`src/rtl/rvc_asap_5pl_vga_ctrl_if.sv`:
```
// Frame-buffer read port B and video output bundle for the VGA controller.
// master: the controller (drives address and pixels, reads memory data).
// slave:  the memory/display side (returns read data, consumes video).
interface rvc_asap_5pl_vga_ctrl_if;
   logic [13:0] vga_address;
   logic [31:0] vga_rd_data;
   logic [3:0]  red;
   logic [3:0]  green;
   logic [3:0]  blue;
   logic        h_sync;
   logic        v_sync;
   logic        frame_start;

   modport master (
      output vga_address,
      input  vga_rd_data,
      output red,
      output green,
      output blue,
      output h_sync,
      output v_sync,
      output frame_start
   );

   modport slave (
      input  vga_address,
      output vga_rd_data,
      input  red,
      input  green,
      input  blue,
      input  h_sync,
      input  v_sync,
      input  frame_start
   );
endinterface

```
`src/rtl/rvc_asap_5pl_vga_ctrl.sv`:
```
// VGA 640x480@60Hz timing generator and 1 bpp pixel fetcher.
// Raster counters -> registered word address -> memory (1-cycle registered
// read) -> registered RGB. Syncs, visible and frame_start ride a shift chain
// so every output describes the same raster position, 3 cycles after the
// counters.
// Optional feature macro: RVC_VGA_DOUBLE_SCAN_EN (320x240 bitmap, each pixel
// shown as a 2x2 block). Undefined: 640x480 1:1 bitmap.
module rvc_asap_5pl_vga_ctrl #(
   parameter int          H_VISIBLE = 640,
   parameter int          H_FP      = 16,
   parameter int          H_SYNC    = 96,
   parameter int          H_BP      = 48,
   parameter int          V_VISIBLE = 480,
   parameter int          V_FP      = 10,
   parameter int          V_SYNC    = 2,
   parameter int          V_BP      = 33,
   parameter logic [11:0] FG_COLOR  = 12'hFFF,
   parameter logic [11:0] BG_COLOR  = 12'h000
) (
   input logic                     clock,
   input logic                     rst,
   rvc_asap_5pl_vga_ctrl_if.master vga
);

   localparam int H_TOTAL = H_VISIBLE + H_FP + H_SYNC + H_BP;
   localparam int V_TOTAL = V_VISIBLE + V_FP + V_SYNC + V_BP;

   localparam logic [9:0] H_LAST   = 10'(H_TOTAL - 1);
   localparam logic [9:0] V_LAST   = 10'(V_TOTAL - 1);
   localparam logic [9:0] H_VIS    = 10'(H_VISIBLE);
   localparam logic [9:0] V_VIS    = 10'(V_VISIBLE);
   localparam logic [9:0] HS_START = 10'(H_VISIBLE + H_FP);
   localparam logic [9:0] HS_END   = 10'(H_VISIBLE + H_FP + H_SYNC);
   localparam logic [9:0] VS_START = 10'(V_VISIBLE + V_FP);
   localparam logic [9:0] VS_END   = 10'(V_VISIBLE + V_FP + V_SYNC);

   logic [9:0]  h_cnt_r;
   logic [9:0]  v_cnt_r;
   logic        visible_s;
   logic        hs_raw_s;
   logic        vs_raw_s;
   logic        fs_raw_s;
   logic [13:0] line_base_s;
   logic [13:0] addr_s;
   logic [4:0]  x_s;
   logic        pixel_bit_s;
   logic [11:0] rgb_s;

   logic [13:0] addr_r;
   logic [1:0]  vis_d_r;   // [0] = 1 cycle late, [1] = 2 cycles late (matches read data)
   logic [2:0]  hs_d_r;
   logic [2:0]  vs_d_r;
   logic [2:0]  fs_d_r;
   logic [4:0]  x_d1_r;
   logic [4:0]  x_d2_r;
   logic [11:0] rgb_r;

   // Free-running raster position; both counters wrap together at the frame end.
   always_ff @(posedge clock or posedge rst) begin
      if (rst) begin
         h_cnt_r <= 10'd0;
         v_cnt_r <= 10'd0;
      end else if (h_cnt_r == H_LAST) begin
         h_cnt_r <= 10'd0;
         if (v_cnt_r == V_LAST) begin
            v_cnt_r <= 10'd0;
         end else begin
            v_cnt_r <= v_cnt_r + 10'd1;
         end
      end else begin
         h_cnt_r <= h_cnt_r + 10'd1;
      end
   end

   // Position decode: visible window, raw active-low syncs, frame origin.
   always_comb begin
      visible_s = (h_cnt_r < H_VIS) && (v_cnt_r < V_VIS);
      hs_raw_s  = !((h_cnt_r >= HS_START) && (h_cnt_r < HS_END));
      vs_raw_s  = !((v_cnt_r >= VS_START) && (v_cnt_r < VS_END));
      fs_raw_s  = (h_cnt_r == 10'd0) && (v_cnt_r == 10'd0);
   end

   // Word address and in-word bit index for the current raster position.
   always_comb begin
      line_base_s = 14'd0;
      addr_s      = 14'd0;
`ifdef RVC_VGA_DOUBLE_SCAN_EN
      // 10 words per bitmap row; each bitmap row is shown on two lines.
      line_base_s = ({5'd0, v_cnt_r[9:1]} << 4'd3) + ({5'd0, v_cnt_r[9:1]} << 4'd1);
      x_s         = h_cnt_r[5:1];
      if (visible_s) begin
         addr_s = line_base_s + {10'd0, h_cnt_r[9:6]};
      end else begin
         addr_s = 14'd0;
      end
`else
      // 20 words per line, multiply by 20 as shift-and-add.
      line_base_s = ({4'd0, v_cnt_r} << 4'd4) + ({4'd0, v_cnt_r} << 4'd2);
      x_s         = h_cnt_r[4:0];
      if (visible_s) begin
         addr_s = line_base_s + {9'd0, h_cnt_r[9:5]};
      end else begin
         addr_s = 14'd0;
      end
`endif
   end

   // Address stage plus the chain that keeps position flags aligned with read data.
   always_ff @(posedge clock or posedge rst) begin
      if (rst) begin
         addr_r  <= 14'd0;
         vis_d_r <= 2'b00;
         hs_d_r  <= 3'b111;
         vs_d_r  <= 3'b111;
         fs_d_r  <= 3'b000;
         x_d1_r  <= 5'd0;
         x_d2_r  <= 5'd0;
      end else begin
         addr_r  <= addr_s;
         vis_d_r <= {vis_d_r[0], visible_s};
         hs_d_r  <= {hs_d_r[1:0], hs_raw_s};
         vs_d_r  <= {vs_d_r[1:0], vs_raw_s};
         fs_d_r  <= {fs_d_r[1:0], fs_raw_s};
         x_d1_r  <= x_s;
         x_d2_r  <= x_d1_r;
      end
   end

   // Pixel colour from the returned word; blanking forces black.
   always_comb begin
      pixel_bit_s = vga.vga_rd_data[x_d2_r];
      if (vis_d_r[1]) begin
         if (pixel_bit_s) begin
            rgb_s = FG_COLOR;
         end else begin
            rgb_s = BG_COLOR;
         end
      end else begin
         rgb_s = 12'h000;
      end
   end

   // Output pixel register, same stage as the third sync/frame_start delay.
   always_ff @(posedge clock or posedge rst) begin
      if (rst) begin
         rgb_r <= 12'h000;
      end else begin
         rgb_r <= rgb_s;
      end
   end

   assign vga.vga_address = addr_r;
   assign vga.red         = rgb_r[11:8];
   assign vga.green       = rgb_r[7:4];
   assign vga.blue        = rgb_r[3:0];
   assign vga.h_sync      = hs_d_r[2];
   assign vga.v_sync      = vs_d_r[2];
   assign vga.frame_start = fs_d_r[2];

endmodule
```
`src/flat_wrapper.sv`:
```
// flat-port wrapper written by rule: the top's interface ports become plain ports
module rvc_asap_5pl_vga_ctrl_flat 
#(
   parameter int          H_VISIBLE = 640,
   parameter int          H_FP      = 16,
   parameter int          H_SYNC    = 96,
   parameter int          H_BP      = 48,
   parameter int          V_VISIBLE = 480,
   parameter int          V_FP      = 10,
   parameter int          V_SYNC    = 2,
   parameter int          V_BP      = 33,
   parameter logic [11:0] FG_COLOR  = 12'hFFF,
   parameter logic [11:0] BG_COLOR  = 12'h000
)
  (clock, rst, vga_vga_address, vga_vga_rd_data, vga_red, vga_green, vga_blue, vga_h_sync, vga_v_sync, vga_frame_start);
  rvc_asap_5pl_vga_ctrl_if vga_i ();
  input logic clock;
  input logic rst;
  output wire logic [$bits(vga_i.vga_address)-1:0] vga_vga_address;
  input wire logic [$bits(vga_i.vga_rd_data)-1:0] vga_vga_rd_data;
  output wire logic [$bits(vga_i.red)-1:0] vga_red;
  output wire logic [$bits(vga_i.green)-1:0] vga_green;
  output wire logic [$bits(vga_i.blue)-1:0] vga_blue;
  output wire logic [$bits(vga_i.h_sync)-1:0] vga_h_sync;
  output wire logic [$bits(vga_i.v_sync)-1:0] vga_v_sync;
  output wire logic [$bits(vga_i.frame_start)-1:0] vga_frame_start;
  assign vga_vga_address = vga_i.vga_address;
  assign vga_i.vga_rd_data = vga_vga_rd_data;
  assign vga_red = vga_i.red;
  assign vga_green = vga_i.green;
  assign vga_blue = vga_i.blue;
  assign vga_h_sync = vga_i.h_sync;
  assign vga_v_sync = vga_i.v_sync;
  assign vga_frame_start = vga_i.frame_start;
  rvc_asap_5pl_vga_ctrl #(.H_VISIBLE(H_VISIBLE), .H_FP(H_FP), .H_SYNC(H_SYNC), .H_BP(H_BP), .V_VISIBLE(V_VISIBLE), .V_FP(V_FP), .V_SYNC(V_SYNC), .V_BP(V_BP), .FG_COLOR(FG_COLOR), .BG_COLOR(BG_COLOR)) u_core (.clock(clock), .rst(rst), .vga(vga_i));
endmodule
```
`config.mk`:
```
export PLATFORM = sky130hd
export DESIGN_NAME = rvc_asap_5pl_vga_ctrl_flat
export DESIGN_NICKNAME = d
export VERILOG_FILES = /design/src/rtl/rvc_asap_5pl_vga_ctrl_if.sv /design/src/rtl/rvc_asap_5pl_vga_ctrl.sv /design/src/flat_wrapper.sv
export SDC_FILE = /design/constraint.sdc
export NUM_CORES = 1
export LEC_CHECK = 0
export CORE_ASPECT_RATIO = 0.8
export CORE_MARGIN = 5
export CORE_UTILIZATION = 52
export CTS_BUF_LIST = sky130_fd_sc_hd__clkbuf_2 sky130_fd_sc_hd__clkbuf_4 sky130_fd_sc_hd__clkbuf_8
export DETAILED_ROUTE_END_ITERATION = 16
export PLACE_DENSITY_LB_ADDON = 0.08
export SETUP_SLACK_MARGIN = 0.2
export SYNTH_ARGS = -nofsm -noshare
export SYNTH_HDL_FRONTEND = slang
export SYNTH_SLANG_ARGS = --single-unit
```
`constraint.sdc`:
```
create_clock -name clock -period 6.7 [get_ports clock]
set_input_delay 1.34 -clock clock [delete_from_list [all_inputs] [get_ports clock]]
set_output_delay 1.34 -clock clock [all_outputs]
set_load 0.005 [all_outputs]
```
* Word-level counts from Yosys, hierarchy flattened
Cells that the tools add are included.
** Word-level totals
- Register bits after elaboration :: 67
- Bits in latches :: 0
- Memory bits (writable) :: 0
- ROM bits :: 0
- Input bits :: 34
- Output and inout bits :: 29
- Logic and storage cells :: 38
- Memories kept :: 0
** Operators by class
- $add $sub $neg :: 4
- Multiply operators :: 0
- Divide/modulo/power cells :: 0
- Magnitude comparators :: 7
- Equal/unequal tests :: 2
- Shift operators :: 0
- Mux-type cells :: 7
- Bitwise operators :: 0
- Reduce and logical (&&, ||, !) cells :: 8
** Operator list (number)
- 2-to-1 mux 12 bit :: 2
- adder 10 x 1 -> 10 bit, second input constant :: 2
- == test 10 bit, second input constant :: 2
- logical NOT 10 bit :: 2
- less-than comparator 10 bit, second input constant :: 2
- less-than comparator 10 x 9 -> 1 bit, second input constant :: 2
- 2-to-1 mux 10 bit :: 2
- adder 14 x 12 -> 14 bit :: 1
- adder 14 x 5 -> 14 bit :: 1
- 2-to-1 mux 14 bit :: 1
- greater-or-equal comparator 10 bit, second input constant :: 1
- greater-or-equal comparator 10 x 9 -> 1 bit, second input constant :: 1
- less-than comparator 5 x 6 -> 1 bit, second input constant :: 1
- binary-select mux 1 bit (select 5 bit) :: 1
- logical AND 1 bit :: 4
- logical NOT 1 bit :: 2
- 2-to-1 mux 1 bit :: 1

* Depth between registers and ports, before layout
Gate-level depths: netlist of the first run.
- Depth after elaboration :: 4
- Depth in mapped cells :: 9
- Mapped depth without buffers :: 9

* Worst setup path before layout of the first run
Ideal clock, no wire load.
- Path kind :: in2reg
- Start point :: input port vga_vga_rd_data[25]
- End point :: register u_core.rgb_r[10]
- Library setup time :: 119 ps
- Data arrival time :: 2447 ps
- Required time :: 6581 ps
- Slack :: 4133 ps
- Stages on the path :: 4
- Path buffers :: 0
- Path through :: mux4_1 > mux4_2 > a21oi_1 > nor2b_1
** Between the ends
- Word-level cells in the longest chain between the ends :: 4
** Ends and longest elaborated chain
- start, declared :: RTL line flat_wrapper.sv:20 : input wire logic [$bits(vga_i.vga_rd_data)-1:0] vga_vga_rd_data;
- binary-select mux 1 bit (select 5 bit) :: RTL line rvc_asap_5pl_vga_ctrl.sv:131 : pixel_bit_s = vga.vga_rd_data[x_d2_r];
- 2-to-1 mux 1 bit (not written as such) :: RTL line rvc_asap_5pl_vga_ctrl.sv:131
- 2-to-1 mux 12 bit :: RTL line rvc_asap_5pl_vga_ctrl.sv:133 : if (pixel_bit_s) begin
- 2-to-1 mux 12 bit :: RTL line rvc_asap_5pl_vga_ctrl.sv:132 : if (vis_d_r[1]) begin
- end signal, assigned :: RTL line rvc_asap_5pl_vga_ctrl.sv:148 : rgb_r <= rgb_s;
- end, declared :: RTL line rvc_asap_5pl_vga_ctrl.sv:56 : logic [11:0] rgb_r;
Every way passes these cells. The select of a mux whose other input is x is not followed.
A chain may end at the register's enable or synchronous reset.

* Worst setup path after layout of the first run
- Start point :: input port vga_vga_rd_data[21]
- End point :: register u_core.rgb_r[10]
The elaborated chain is that of the path after synthesis.

==> summary by stage, run 1 <==
Global route
The via count of the first global-routing pass is 1,933. The overall overflow remaining after global route is 0. The number of antenna violations at the first check in global routing is 0. Across every metal layer, demand over resource in global routing totals between 10% and 20%. Entering global routing, the biggest net connects between 50 and 60 pins.

The first-pass GRT wire length is about 10 mm.

STA
The final setup violation count is 0. The post-layout minimum cycle time is 2730 ps. The pin slew with the least headroom to its limit is 655 ps. The worst hold-check slack is between 300 and 400 ps. Setup repair after global routing left no endpoint under its margin.

Across the routed clock network, the largest skew measured is 13.4 ps. The portion of the clock cycle consumed by the worst path in the final layout is between 40% and 50%. The minimum setup slack in the final design is 3970 ps.

The achievable frequency is 366 MHz. The worst pin sits at a relative slew slack of 56.3%. The sum of negative setup slack is 0 ps. The count of final max-slew check failures came to 0. The final hold violation count was 0.

Clock network
The buffer levels on the longest clock path is 2. CTS built an H-tree with a depth of 2. The hold buffer count at CTS is 0. The count of cells resized by post-cts repair is 0. The insertion delay to the later sink of the worst-skew pair is 310 ps.

The clock sink count is 56. TritonCTS built the clock tree. The cell chosen for the clock root is sky130_fd_sc_hd__clkbuf_8. After clock tree synthesis, the setup repair step added 0 buffers.

TritonCTS created 5 clock buffers. After clock tree synthesis, the clock-pin slew on the worst setup and hold paths is 90 ps.

Die
The die covers 0.00738 mm2. between 60 and 70 I/O pins were placed. For this configuration, the core starts out at a cell density of between 50% and 60%. The area of the core region is about 0.0055 mm2. The standard-cell row count is 24. Measured along the x axis, the die boundary spans 94.8 um. The floorplan step set the die height to approximately 78 um.

Synthesis
In the synthesized netlist the async set-or-reset flop fraction comes to 100%. In the post-synthesis netlist, the biggest area contributors are sky130_fd_sc_hd__dfrtp_1 (42%), sky130_fd_sc_hd__ha_1 (9.6%), sky130_fd_sc_hd__dfstp_2 (5.3%). The number of enable flip-flop cells after synthesis is 0.

The netlist uses 44 different library cells. The area of the mapped netlist is 0.00299 mm2. The cell count after synthesis came out at roughly 270. The cell type with the largest total area after synthesis is sky130_fd_sc_hd__dfrtp_1. In this run the biggest area consumer among cell types represents 41.8% of the synthesized area. In this run, synthesis produced a sequential element count of 56. For this run, the leading register cell type out of synthesis is sky130_fd_sc_hd__dfrtp_1.

The synthesized netlist net count is 325. The share of the Yosys chip area taken by registers is a little under half. The number of warnings reported in the yosys synthesis log is 0.

The average size of a mapped cell is between 10 and 15 um2.

Routing
The detail route stage leaves a number of antenna-violating nets equal to 0. The wire length on met3 is ~380 um. The first-pass iteration count of the detailed router is 4. After detailed routing, the total wire length is 5.72 mm.

The highest layer used for signal routing is met4. In the final routed layout, each cell accounts on average for approximately 14 um. The count of routing violations after the opening detailed-route iteration is 58. In the final routing, the length of wire on met1 measures 2.87 mm. In the detailed route, the total length drawn on met2 is approximately 2.4 mm. The residual DRC count is 0.

The average vias per placed instance is 5.15. The via count of the routed design is between 2,000 and 2,500.

Critical path
Traced cell by cell, the critical path runs through clkdlybuf4s50_1 -> mux4_1 -> mux4_2 -> a21oi_1 -> nor2b_1. The internal reg-to-reg setup slack is 4040 ps. The setup path with the least slack is of type in2reg.

The critical path capture point type is a register. The data arrival time at the worst-slack endpoint is around 3000 ps. The worst setup path is launched from an input pin. Data on the critical path is required at its endpoint by 6900 ps. The combined buffer and inverter count along the critical path is 1. In this design, the largest share of critical-path delay is due to multiplexers.

The largest stage delay on the critical path is 520 ps. The top fanout value on the critical path is 1. The cell type of the slowest stage on the worst timing path is sky130_fd_sc_hd__mux4_1.

Pwr
The net switching share of the total power is 21.1%. The ratio of total power to cell area is 151 mW/mm2. The internal power component is 0.000441 W. The clock network fraction of design power is 32.3%. The highest ir drop seen on vdd is 0.112 mV. Sequential cells account for between 60% and 70% of the total power. Per report_power, the combinational group accounts for around 7% of the total. In this run the power spent charging and discharging nets is 0.000118 W.

The leakage power total is 1.73 nW.

Placed design
The number of buffers inserted by port buffering is between 60 and 70. The detailed placer's ending HPWL is 4.53 mm. Before CTS, the worst setup slack after placement is 3650 ps.

At the end of routability-driven placement, the weighted congestion stood at about 0.85. The post-place instance area is 0.00360 mm2.

Layout
The final net count is 379. The ratio of cells with drive above 1 in the final layout is under 10%. The area taken by flip-flops and latches is 0.00141 mm2. The finished cells cover 0.00370 mm2. Summing all multi-input logic gate instances after layout gives 0.00141 mm2. Counting the fill cells in the layout gives 434. The fraction of the core area covered by cells at the end of the flow is approximately 67%.

The area growth from synthesis to layout is 23.5%. The number of diodes is 0.

Hold path
The path class of the tightest hold or removal check is reg2reg.

Outcome
The flow ran to the end, and the final reports show no timing, DRC or antenna violations.

Flow run
The max-cap violation count is 0.
per-layer routing:
layer | track usage (%) | up-vias
li1 | - | 1042
met1 | 25.2 | 964
met2 | 24.3 | 43
met3 | 3.97 | 4
met4 | 3.46 | 0
met5 | 0 | -
cells in the mapped netlist (3+ instances only):
library cell	n
sky130_fd_sc_hd__and3_1	6
sky130_fd_sc_hd__mux2i_1	3
sky130_fd_sc_hd__ha_1	23
sky130_fd_sc_hd__o21ai_0	9
sky130_fd_sc_hd__and2_1	6
sky130_fd_sc_hd__a21oi_1	10
sky130_fd_sc_hd__xor2_1	5
sky130_fd_sc_hd__nor3b_1	3
sky130_fd_sc_hd__nor2b_1	4
sky130_fd_sc_hd__mux4_2	4
sky130_fd_sc_hd__xnor2_1	9
sky130_fd_sc_hd__nor3_1	8
sky130_fd_sc_hd__nand4_1	3
sky130_fd_sc_hd__dfstp_2	6
sky130_fd_sc_hd__nand2_1	16
sky130_fd_sc_hd__inv_1	14
sky130_fd_sc_hd__a21o_1	3
sky130_fd_sc_hd__buf_4	11
sky130_fd_sc_hd__nand3_1	14
sky130_fd_sc_hd__nor4_1	3
sky130_fd_sc_hd__dfrtp_1	50
sky130_fd_sc_hd__nor2_1	20
sky130_fd_sc_hd__buf_2	3
sky130_fd_sc_hd__mux4_1	5
sky130_fd_sc_hd__o21a_1	4
per-stage QoR:
step | total power (W) | std cells
floorplan | 0.000361 | 266
global placement | 0.000384 | 391
detailed placement | 0.000385 | 391
CTS | 0.000566 | 399
global route | 0.000585 | 399
finish | 0.000558 | 399
cells in the final DEF, fill, tap and decap left out, types with 4 or more instances in the layout:
master | synthesis | layout
sky130_fd_sc_hd__clkdlybuf4s50_1 | 0 | 62
sky130_fd_sc_hd__dfrtp_1 | 50 | 50
sky130_fd_sc_hd__ha_1 | 23 | 23
sky130_fd_sc_hd__nor2_1 | 20 | 20
sky130_fd_sc_hd__nand2_1 | 16 | 16
sky130_fd_sc_hd__nand3_1 | 14 | 14
sky130_fd_sc_hd__inv_1 | 14 | 13
sky130_fd_sc_hd__a21oi_1 | 10 | 10
sky130_fd_sc_hd__o21ai_0 | 9 | 9
sky130_fd_sc_hd__xnor2_1 | 9 | 9
sky130_fd_sc_hd__nor3_1 | 8 | 8
sky130_fd_sc_hd__and3_1 | 6 | 6
sky130_fd_sc_hd__and2_1 | 6 | 6
sky130_fd_sc_hd__dfstp_2 | 6 | 6
sky130_fd_sc_hd__xor2_1 | 5 | 5
sky130_fd_sc_hd__mux4_1 | 5 | 5
sky130_fd_sc_hd__clkbuf_8 | 0 | 5
sky130_fd_sc_hd__o21a_1 | 4 | 4
sky130_fd_sc_hd__nor2b_1 | 4 | 4
sky130_fd_sc_hd__mux4_2 | 4 | 4
area by class of cell:
type	instances	area share, %
Timing Repair Buffer	63	17.0
Clock buffer	5	1.86
Tap cell	78	2.64
Clock inverter	3	0.609
Multi-Input combinational cell	179	38.3
Inverter	15	1.52
Sequential cell	56	38.1
flip-flops by register name, indices dropped and copies added, names as in the netlist:
signal,count
u_core.vga.vga_address,14
u_core.h_cnt_r,10
u_core.v_cnt_r,10
u_core.x_d1_r,5
u_core.x_d2_r,5
u_core.fs_d_r,3
u_core.hs_d_r,3
u_core.vs_d_r,3
u_core.vis_d_r,2
u_core.rgb_r,1
power by group through the flow:
| stage | combinational [W] | clock (W) | sequential (W) |
|---|---|---|---|
| after floorplan | 0.0000155 | 0 | 0.000346 |
| after global placement | 0.0000385 | 0 | 0.000345 |
| after detailed placement | 0.0000397 | 0 | 0.000346 |
| after CTS | 0.0000399 | 0.000187 | 0.000339 |
| after global routing | 0.0000423 | 0.000203 | 0.000339 |
| final | 0.0000389 | 0.000181 | 0.000339 |
worst paths after layout:
| check | startpoint | end | cells past startpoint |
|---|---|---|---|
| worst max-delay path | vga_vga_rd_data[21] | u_core.rgb_r[10]$_DFF_PP0_ | 5 |
| worst min-delay path | u_core.fs_d_r[1]$_DFF_PP0_ | u_core.fs_d_r[2]$_DFF_PP0_ | 0 |
| worst max register to register | u_core.v_cnt_r[2]$_DFFE_PP0N_ | u_core.vga.vga_address[10]$_DFF_PP0_ | 9 |
| worst min register to register | u_core.fs_d_r[1]$_DFF_PP0_ | u_core.fs_d_r[2]$_DFF_PP0_ | 0 |
| max in group asynchronous | rst | u_core.v_cnt_r[2]$_DFFE_PP0N_ | 3 |
| min in group asynchronous | rst | u_core.vga.vga_address[12]$_DFF_PP0_ | 3 |
cell families (layout without fill, tap and decap cells):
logic type	count (synthesis)	after routing	synth area share, %
mux	13	13	8.78
compound gates	34	34	6.90
flops	56	56	47.1
simple gates	93	93	16.5
xor+xnor	14	14	4.10
buf+inv	31	86	5.65
fa+ha+maj	25	25	11.0
Note: power is estimated with default switching activity, not from simulation.
==> run 2: changes to the inputs <==
clock period = 2.65 ns   (was 6.7 ns; I/O delays follow)
==> summary by stage, run 2 (synthesis gave the netlist of run 1 again) <==
Outcome
The run finished with clean final reports.

Die
The starting density of the core is 54.1% (unchanged). The number of top-level pins is 63 (unchanged). The total die area was 0.00738 mm2 (unchanged). The die height is 77.8 um (unchanged). The horizontal die dimension is 94.8 um (unchanged). The standard-cell row count is 24 (unchanged). The area of the core region is 0.00553 mm2 (unchanged).

Layout
The non-filler instance count after layout is 405 (+1.5%). The ratio of cells with drive above 1 in the final layout is 11.6% (+4.5 points). The post-route cell area is 0.00381 mm2 (+3.2%). The library cells used most frequently in the layout, excluding fill and tap cells, are sky130_fd_sc_hd__clkdlybuf4s50_1 (62), sky130_fd_sc_hd__dfrtp_1 (48), sky130_fd_sc_hd__ha_1 (21). Leaving out fill and tap cells, the most frequent cell in the layout is sky130_fd_sc_hd__clkdlybuf4s50_1. The flip-flop count of the largest register, all copies and words added was 14 (unchanged). From synthesis to final layout, the design area changed by 27.5%.

The number of diodes is 0 (unchanged). The final net count was 385 (+1.6%).

STA
For the finished layout, the period the worst path requires is 2400 ps. Setup repair after global routing could not meet its margin everywhere. The worst hold-check slack is 356 ps (+1.77 ps). In the finished design, the share of the clock period the worst path needs comes to about nine tenths. The final hold violation count is 0 (unchanged). The sum of negative setup slack is 0 ps (unchanged).

The final setup violation count is 0 (unchanged). The count of final max-slew check failures is 0 (unchanged). The clock skew is 7.92 ps (-5.44 ps). The relative max-transition margin is 73.2% (+17 points). The pin slew with the least headroom to its limit is 401 ps (-254 ps). Derived from the worst setup path, the maximum achievable clock frequency is 416 MHz.

Clock network
The cell chosen for the clock root is sky130_fd_sc_hd__clkbuf_8. The hold buffer count at CTS is 0 (unchanged). The insertion delay to the later sink of the worst-skew pair is 300 ps (about the same). The clock sink count is 56 (unchanged). TritonCTS built the clock tree. The CTS clock-pin slew for the worst setup and hold paths is 100 ps (about the same). The H-tree level count is 2 (unchanged). The number of buffers created by CTS is 5 (unchanged). The buffer levels on the longest clock path is 2 (unchanged).

Hold path
The worst hold-check path type is reg2reg.

Routing
The count of routing violations after the opening detailed-route iteration is 134 (+130%). The first-pass iteration count of the detailed router is 4 (unchanged). The post-detailed-routing wire length is 6.09 mm (+6.3%). The number of nets with antenna violations after routing came to 0 (unchanged). The average vias per placed instance is 5.17 (+0.53%). The residual DRC count was 0 (unchanged). The via count of the routed design is 2,095 (+2.0%). The final routed wire length divided by cell count is 15.0 um (+4.8%).

Global route
The first-pass GRT wire length is 10.3 mm (+4.7%). The met2 track demand over resource in global routing is 24.9% (+0.63 points). The via count of the first global-routing pass is 2,061 (+6.6%). The number of antenna violations at the first check in global routing is 0 (unchanged).

The largest net degree at the start of global routing came to 57 (unchanged). The met3 track utilization from global routing is 3.68% (-0.29 points). The overall overflow remaining after global route is 0 (unchanged). The overall global routing resource usage is 17.4% (+0.78 points). In this run the most used layer during global routing was met1. The met1 track demand over resource in global routing is 27.1% (+1.9 points).

Pwr
The ratio of total power to cell area is 395 mW/mm2 (+160%). The highest ir drop seen on vdd is 0.256 mV (+130%). The leakage power total was 1.77 nW (+2.2%).

Critical path
The critical path capture point type is a register. The required time of the critical path was 2830 ps (-4070 ps). The top fanout value on the critical path is 4 (+3). The critical path is of the reg2reg type. The data arrival time at the worst-slack endpoint was 2580 ps (-350 ps). The kind of start point of the critical path is a register.

Placed design
The detailed placer's ending HPWL was 4.59 mm (+1.3%). The weighted congestion at the end of routability-driven global placement came to 0.876 (+3.6%). The number of placed cells counting well taps was 394 (+0.77%). The post-place instance area is 0.00364 mm2 (+0.97%). The number of buffers inserted by port buffering is 62 (unchanged).

Flow run
The max-cap violation count is 0 (unchanged).
## run 2: cell count changes in the layout (fill, tap and decap cells not counted), moves of 2 or more
| cell | change |
|---|---|
| sky130_fd_sc_hd__buf_4 | +5 |
| sky130_fd_sc_hd__a21oi_1 | -2 |
| sky130_fd_sc_hd__a21oi_2 | +2 |
| sky130_fd_sc_hd__dfrtp_1 | -2 |
| sky130_fd_sc_hd__dfrtp_2 | +2 |
| sky130_fd_sc_hd__ha_1 | -2 |
| sky130_fd_sc_hd__o21ai_0 | -2 |
| sky130_fd_sc_hd__o21ai_1 | +2 |
## run 2: final timing paths
path                            slack, ps  cells after the start                        start                              endpoint
max in group asynchronous            1770                      3                          rst            u_core.hs_d_r[1]$_DFF_PP1_
min in group asynchronous             600                      3                          rst  u_core.vga.vga_address[11]$_DFF_PP0_
worst min-delay path                  360                      0   u_core.fs_d_r[1]$_DFF_PP0_            u_core.fs_d_r[2]$_DFF_PP0_
worst min register to register        360                      0   u_core.fs_d_r[1]$_DFF_PP0_            u_core.fs_d_r[2]$_DFF_PP0_
worst max-delay path                  250                      9  u_core.h_cnt_r[9]$_DFF_PP0_   u_core.vga.vga_address[8]$_DFF_PP0_
worst max register to register        250                      9  u_core.h_cnt_r[9]$_DFF_PP0_   u_core.vga.vga_address[8]$_DFF_PP0_
## run 2: power breakdown
part | switching (W) | internal, W
logic | 0.0000291 | 0.0000718
clock network | 0.000268 | 0.000280
registers | 0.00000209 | 0.000855
## run 2: final cells by class
class                      instances  area [um2]
clock inverter                     3        42.5
fill                             441        1710
sequential                        56        1410
tap                               78        97.6
timing repair buffer              69         686
inverter                          15        56.3
multi-input combinational        179        1450
clock buffer                       5        68.8
## run 2: routing by layer
metal / wire [um] / up-vias
li1: - / 1046
met1: 3050 / 980
met2: 2490 / 64
met3: 495 / 5
met4: 41 / 0
met5: 0 / -
## run 2: through the flow
step	power, W	worst slack (ps)	utilization (%)
floorplan	0.000913	303	-
global placement	0.000974	149	65.9
detailed placement	0.000977	89.7	65.9
CTS	0.00152	218	68.1
global route	0.00157	164	69.0
finish	0.00151	249	69.0
## run 2: repair_timing
| item | CTS | global route |
|---|---|---|
| buffers inserted | 1 | 2 |
| pin swaps | 0 | 7 |
| cloned | 0 | 0 |
| resized for setup | 1 | 11 |
| endpoints found under the setup margin | 4 | 6 |
## run 2: worst max-delay path, stage by stage, from the launching register on
cell and delay [ps]:
sky130_fd_sc_hd__dfrtp_1 430, sky130_fd_sc_hd__inv_2 80, sky130_fd_sc_hd__fa_2 610, sky130_fd_sc_hd__inv_1 80, sky130_fd_sc_hd__ha_4 250, sky130_fd_sc_hd__a211oi_4 260
sky130_fd_sc_hd__o21ai_0 150, sky130_fd_sc_hd__a21oi_2 200, sky130_fd_sc_hd__xor2_1 170, sky130_fd_sc_hd__nor2_1 50
